### config.mk
export PLATFORM = sky130hd
export DESIGN_NAME = inst_fetch_sequencer
export DESIGN_NICKNAME = d
export VERILOG_FILES = /design/src/rtl/inst_fetch_sequencer.sv
export SDC_FILE = /design/constraint.sdc
export NUM_CORES = 1
export LEC_CHECK = 0
export ABC_AREA = 0
export BUFFER_PORTS_ARGS = -buffer_cell sky130_fd_sc_hd__buf_2
export CAP_MARGIN = 20
export CORE_MARGIN = 2
export CORE_UTILIZATION = 50
export CTS_BUF_LIST = sky130_fd_sc_hd__clkbuf_2
export DETAILED_ROUTE_END_ITERATION = 8
export PLACE_DENSITY = 0.92
export SYNTH_ARGS = -nofsm -noshare
export SYNTH_HDL_FRONTEND = slang
export SYNTH_SLANG_ARGS = --single-unit
### constraint.sdc
create_clock -name clk -period 3.05 [get_ports clk]
set_input_delay 0.61 -clock clk [delete_from_list [all_inputs] [get_ports clk]]
set_output_delay 0.61 -clock clk [all_outputs]
set_load 0.01 [all_outputs]
### src/rtl/inst_fetch_sequencer.sv
// rtl/inst_fetch_sequencer.sv - PC/phase owner that fetches, decodes and holds one MIPS instruction per phase wrap
// Optional FETCH_ALIGN_CHECK_EN: misaligned PC yields a NOP plus misalign_fault instead of a memory read.
module inst_fetch_sequencer #(
  parameter logic [31:0] RESET_PC    = 32'h0000_0000,
  parameter int          LATCH_PHASE = 17,
  parameter int          PHASE_MAX   = 31
) (
  input  logic        clk,
  input  logic        rst,
  output logic        imem_req,
  output logic [31:0] imem_addr,
  input  logic        imem_ready,
  input  logic        imem_rvalid,
  input  logic [31:0] imem_rdata,
  input  logic        pc_load,
  input  logic [31:0] pc_load_value,
  output logic [4:0]  timehandler,
  output logic        fetch_valid,
  output logic        r_type,
  output logic        i_type,
  output logic        j_type,
  output logic [5:0]  opcode,
  output logic [4:0]  rs,
  output logic [4:0]  rt,
  output logic [4:0]  rd,
  output logic [4:0]  shift_amount,
  output logic [5:0]  func,
  output logic [15:0] imm,
  output logic [25:0] address,
`ifdef FETCH_ALIGN_CHECK_EN
  output logic        misalign_fault,
`endif
  output logic [31:0] inst,
  output logic [31:0] inst_addr
);

  localparam logic [4:0] STALL_PHASE = 5'(LATCH_PHASE - 1);
  localparam logic [4:0] WRAP_PHASE  = 5'(PHASE_MAX);

  typedef enum logic [1:0] {IDLE, REQ, WAIT, DONE} state_t;

  state_t      state, state_nxt;
  logic [31:0] pc;
  logic [31:0] pend_pc;
  logic        pend_valid;
  logic [31:0] load_val;
  logic        wrap;
  logic        stall;
  logic        misalign;
  logic        capture;
  logic        fault_capture;

`ifdef FETCH_ALIGN_CHECK_EN
  assign load_val = pc_load_value;
  assign misalign = (pc[1:0] != 2'b00);
`else
  // Without the fault path the PC can never become misaligned.
  assign load_val = pc_load_value & ~32'h0000_0003;
  assign misalign = 1'b0;
`endif

  assign wrap  = (timehandler == WRAP_PHASE);
  assign stall = (timehandler == STALL_PHASE) && !fetch_valid;

  assign imem_req  = (state == REQ);
  assign imem_addr = pc;

  assign opcode       = inst[31:26];
  assign rs           = inst[25:21];
  assign rt           = inst[20:16];
  assign rd           = inst[15:11];
  assign shift_amount = inst[10:6];
  assign func         = inst[5:0];
  assign imm          = inst[15:0];
  assign address      = inst[25:0];

  always_comb begin
    state_nxt     = state;
    capture       = 1'b0;
    fault_capture = 1'b0;
    case (state)
      IDLE: begin
        if (timehandler == 5'd0) begin
          if (misalign) begin
            state_nxt     = DONE;
            fault_capture = 1'b1;
          end else begin
            state_nxt = REQ;
          end
        end
      end
      REQ: begin
        if (imem_ready) state_nxt = WAIT;
      end
      WAIT: begin
        if (imem_rvalid) begin
          capture   = 1'b1;
          state_nxt = DONE;
        end
      end
      DONE: state_nxt = DONE;
      default: state_nxt = IDLE;
    endcase
    if (wrap) state_nxt = IDLE;
  end

  always_ff @(posedge clk) begin
    if (rst) begin
      state       <= IDLE;
      timehandler <= 5'd0;
      pc          <= RESET_PC;
      pend_pc     <= 32'd0;
      pend_valid  <= 1'b0;
      fetch_valid <= 1'b0;
      inst        <= 32'd0;
      inst_addr   <= 32'd0;
      r_type      <= 1'b0;
      i_type      <= 1'b0;
      j_type      <= 1'b0;
`ifdef FETCH_ALIGN_CHECK_EN
      misalign_fault <= 1'b0;
`endif
    end else begin
      state <= state_nxt;

      if (!stall) timehandler <= wrap ? 5'd0 : timehandler + 5'd1;

      if (capture) begin
        inst        <= imem_rdata;
        inst_addr   <= pc;
        fetch_valid <= 1'b1;
        r_type      <= (imem_rdata[31:26] == 6'd0);
        j_type      <= (imem_rdata[31:26] == 6'd2) || (imem_rdata[31:26] == 6'd3);
        i_type      <= (imem_rdata[31:26] != 6'd0) && (imem_rdata[31:26] != 6'd2) &&
                       (imem_rdata[31:26] != 6'd3);
      end

      if (fault_capture) begin
        inst        <= 32'd0;
        inst_addr   <= pc;
        fetch_valid <= 1'b1;
        r_type      <= 1'b1;
        i_type      <= 1'b0;
        j_type      <= 1'b0;
`ifdef FETCH_ALIGN_CHECK_EN
        misalign_fault <= 1'b1;
`endif
      end

      // A redirect arriving in the wrap cycle bypasses the pending register.
      if (wrap) begin
        fetch_valid <= 1'b0;
        pend_valid  <= 1'b0;
`ifdef FETCH_ALIGN_CHECK_EN
        misalign_fault <= 1'b0;
`endif
        if (pc_load)         pc <= load_val;
        else if (pend_valid) pc <= pend_pc;
        else                 pc <= pc + 32'd4;
      end else if (pc_load) begin
        pend_pc    <= load_val;
        pend_valid <= 1'b1;
      end
    end
  end

endmodule

After elaboration in Yosys (flattened, before gate mapping)
Index checks and enable logic that the tools add are counted.
{ "classes": {"n_addsub": 2, "mul": 0, "div": 0, "magnitude_cmp": 0, "eq_ne": 12, "shifts": 0, "n_mux": 9, "bitwise": 1, "n_reduce_logical": 12} }
{ "ops": {"columns": ["cell", "n"], "rows": [
  ["$mux 32", 2],
  ["$add 32x3->32 const B", 1],
  ["$eq 6x2->1 const B", 2],
  ["$ne 6x2->1 const B", 2],
  ["$eq 5x5->1 const B", 2],
  ["$pmux 2 s4", 1],
  ["$logic_not 6->1", 1],
  ["$mux 2", 3],
  ["$reduce_bool 6->1", 1],
  ["$add 5x1->5 const B", 1],
  ["$logic_not 5->1", 1],
  ["$mux 5", 1],
  ["$eq 2x2->1 const B", 2],
  ["$ne 2x2->1 const B", 2],
  ["$logic_and 1x1->1", 3],
  ["$reduce_and 3->1", 1],
  ["$eq 2x1->1 const B", 1],
  ["$logic_not 2->1", 1],
  ["$mux 1", 2],
  ["$ne 2x1->1 const B", 1],
  ["$reduce_and 2->1", 1],
  ["$reduce_or 2->1", 1],
  ["$logic_not 1->1", 1],
  ["$logic_or 1x1->1", 1],
  ["$not 1->1", 1]
]} }
{ "totals": {"register_bits": 138, "latchBits": 0, "mem_bits_rw": 0, "rom_bits": 0, "input_bits": 69, "output_inout_bits": 180, "word_cells": 47, "memories": 0} }

Logic depth before layout (Yosys ltp)
{ "depth": {"word_depth": 3, "mapped_depth": 9, "ltp_nobuf": 8} }

Worst setup path before layout
No wires, ideal clock.
{ "synth_timing": {"path_type": "register to register", "startpoint": "register timehandler[0]", "endpoint": "register pc[31] (netlist: imem_addr[31])", "arrival_time_ns": 1.866, "required_time_ns": 2.938, "setup_slack_ns": 1.071, "path_stages_with_launch": 9, "n_path_buf": 2, "path_cell_list": "dfxtp_1 > ha_1 > and3_1 > ha_1 > clkbuf_1 > inv_1 > clkbuf_1 > a21oi_1 > a2111oi_1"} }
{ "synth_via": {"elab_chain_len": 1} }
{ "synth_rtl": {"columns": ["element", "line", "text"], "rows": [
  ["from (decl)", "17", "output logic [4:0] timehandler,"],
  ["from (signal assigned)", "126", "if (!stall) timehandler <= wrap ? 5'd0 : timehandler + 5'd1;"],
  ["$eq 5x5->1", "62", "assign wrap = (timehandler == WRAP_PHASE);"],
  ["to (signal assigned)", "157", "if (pc_load) pc <= load_val;"],
  ["to (signal assigned)", "158", "else if (pend_valid) pc <= pend_pc;"],
  ["to (signal assigned)", "159", "else pc <= pc + 32'd4;"],
  ["to (decl)", "43", "logic [31:0] pc;"]
]} }
Every way passes these cells.
A chain may end at the register's enable or synchronous reset.

Final worst setup path
{ "layout_timing": {"startpoint": "register timehandler[0]", "endpoint": "register pc[26] (netlist: imem_addr[26])"} }
The elaborated chain is that of the path after synthesis.

==> results by group <==
Setup path
  – Worst setup startpoint: timehandler[0]$_SDFFE_PP0N_
  – Crit path to: imem_addr[26]$_SDFFE_PP0P_
  – Reg2reg end: imem_addr[26]$_SDFFE_PP0P_
  – CP Data Required Time: 3.69 ns
  – Startpoint types: register
  – Reg2Reg Depth: 9
  – FF-to-FF setup slack: 0.75 ns
  – WP data arrival: 2.94 ns
  – CP max FO: 44
  – Critical path class: reg -> reg
  – R2r startpoint: timehandler[0]$_SDFFE_PP0N_
  – Critical Path End Type: register

Synth
  – Synth Warn #: 0
  – Register area share after synthesis: 41.4%
  – Synth Register Bits: 134
  – Ys async rst share: 0%
  – Mapped Cells: 841
  – Primary FF master, synth: dfxtp_1
  – Synth top area share: 41.4%
  – Post-synth top area cell: dfxtp_1
  – Synth cell types: 58
  – Number of synthesized flops with an enable pin: 0
  – Cell area after synthesis: 0.00647 mm2
  – Mean Syn Cell Area: 7.70 um2
  – Area contributors post-synth: dfxtp_1 41%, nand2_1 12%, a21oi_1 9.3%

Global route
  – GRT Util Overall: 25.8%
  – Vias in the first global route: 5779
  – Largest net degree at the start of global routing: 64
  – Antenna violations before repair: 0
  – First-pass GRT wire length: 28.8 mm
  – Remaining Overflow, GRT: 0

Clocking
  – CTS buffer count: 17
  – Post-CTS setup repair buffer count: 0
  – Worst-path clk slew: 0.21 ns
  – CTS Buffer Depth: 2
  – Post-CTS Resized: 0
  – # H-tree levels: 4
  – Root Buffer: clkbuf_2
  – CTS tree: yes
  – Clk Latency, worst-skew pair: 0.73 ns
  – Sinks on Clock Net: 134
  – CTS Hold Bufs: 0

Timing
  – Setup tns final: 0 ns
  – Slew Viols, Final: 0
  – Worst-margin pin slew: 0.674 ns
  – Final worst setup slack: 0.755 ns
  – Fin crit share: 75.2%
  – Final Hold Vio Count: 0
  – Hold WS: 0.107 ns
  – Setup Skew: 0.0328 ns
  – # setup viols final: 0
  – Fmax: 436 MHz
  – Slew Limit Headroom: 54.6%
  – RSZ-0062 raised after global routing: no
  – Minimum clock period: 2.30 ns

Run
  – Max-Cap Viols: 0

Floorplan
  – I/O pin cnt: 249
  – Die Wd: 118 um
  – Die Ht: 118 um
  – Rows: 41
  – Die area: 0.0139 mm2
  – Initial Util: 51.3%
  – Core footprint: 0.0126 mm2

Power and ir drop
  – Cell Pwr Density: 477 mW/mm2
  – VDD IR max: 0.000284 V
  – Leakage: 3.44 nW
  – Power, Total: 3.62 mW

Drt
  – Via count: 6461
  – DRC: 0
  – Initial DRC Count: 675
  – Wirelength per Cell: 15.8 um
  – Routed WL: 18.5 mm
  – Vias/cell: 5.52
  – Antenna-violating nets left: 0
  – 1st-pass router iterations: 5

Finish
  – Core Util, Final: 60.2%
  – Fin area: 0.00759 mm2
  – Most frequent cells in the layout: 241 x buf_2, 206 x nand2_1, 134 x dfxtp_1
  – Commonest non-fill, non-tap cell in the layout: buf_2
  – Area growth, synth to finish: 17.3%
  – Diodes inserted: 0
  – Final nets: 1058
  – Share of layout cells above drive strength 1: 30.0%
  – Finished Layout Cells: 1170

Min path
  – Start point of the worst min-delay path: imem_rdata[2]
  – Worst hold path type: in -> reg

Place
  – Area post-placement: 0.00725 mm2
  – DPL Wire Length: 13.4 mm
  – I/O Buffers: 242
  – RePlAce Congestion: 0.918
  – Placed cells: 1138
  – Setup WS pre-CTS: 0.819 ns

Run status
  – Status: finished, final reports clean
[worst max-delay path: stages (launching register included)]
cell,delay (ns)
dfxtp_1,0.43
ha_1,0.20
and3_1,0.17
ha_1,0.17
buf_4,0.42
nor2b_1,0.13
a2111oi_0,0.42
nor2_1,0.09
mux2i_1,0.13
nor2_1,0.05
[layout make-up]
type | instances | area, um2
inverter | 10 | 37.5
clock buffer | 17 | 85.1
tap | 172 | 215
clock inverter | 15 | 258
fill | 1105 | 5030
multi-input combinational | 564 | 2950
timing repair buffer | 258 | 1360
sequential | 134 | 2680
[sequential cells by signal (all words and copies together), names as in the netlist]
signal and cells:
j_type 1, inst_addr 30, i_type 1, r_type 1, pend_valid 1, inst 32, pend_pc 30, timehandler 5
imem_addr 30, fetch_valid 1, state 2
[synthesized netlist by cell type (3+ instances only)]
cell,n
inv_1,10
a21oi_1,120
nand2_1,206
dfxtp_1,134
o21ai_0,19
and4_1,3
a22oi_1,10
a221oi_1,5
nand2b_1,4
buf_2,4
nor2b_1,4
o221ai_1,7
nand3_1,20
ha_1,4
a211o_1,3
nor3_1,9
clkbuf_1,43
mux2i_1,5
or2_2,3
xor2_1,13
nor4_1,3
buf_4,79
o22ai_1,8
nand4_1,8
a211oi_1,6
a311oi_1,4
and3_1,5
o211ai_1,3
nor2_1,52
buf_1,9
[logic make-up after synthesis]
logic type | count (synthesis) | share of synthesized area [%]
compound gates | 206 | 19.0
simple gates | 331 | 22.9
flops | 134 | 41.4
xor+xnor | 14 | 1.89
fa+ha+maj | 4 | 0.773
other cells | 1 | 0.0579
buf+inv | 146 | 13.1
mux | 5 | 0.773
[how the worst min path moves through the flow]
stage                                  to  cells past startpoint
6_report             inst[2]$_SDFFE_PP0P_                      3
5_1_grt             inst[14]$_SDFFE_PP0P_                      3
4_1_cts              inst[2]$_SDFFE_PP0P_                      3
3_5_place_dp   inst_addr[24]$_SDFFE_PP0P_                      2
3_3_place_gp     pend_pc[20]$_SDFFE_PP0P_                      2
2_1_floorplan    pend_pc[20]$_SDFFE_PP0P_                      2
[power by group]
| group | internal, mW | total (mW) | switching, mW |
|---|---|---|---|
| registers | 1.80 | 1.84 | 0.0410 |
| logic | 0.133 | 0.349 | 0.216 |
| clock network | 0.776 | 1.43 | 0.659 |
[per-layer routing]
metal  vias up  share of wire (%)  GRT usage [%]
met4         0                3.1           10.2
met3        55                8.6           6.59
met2       346                 50           46.0
li1       3082                  -              -
met1      2978                 38           29.3
met5         -                  0              0
Note: power is estimated with default switching activity, not from simulation.
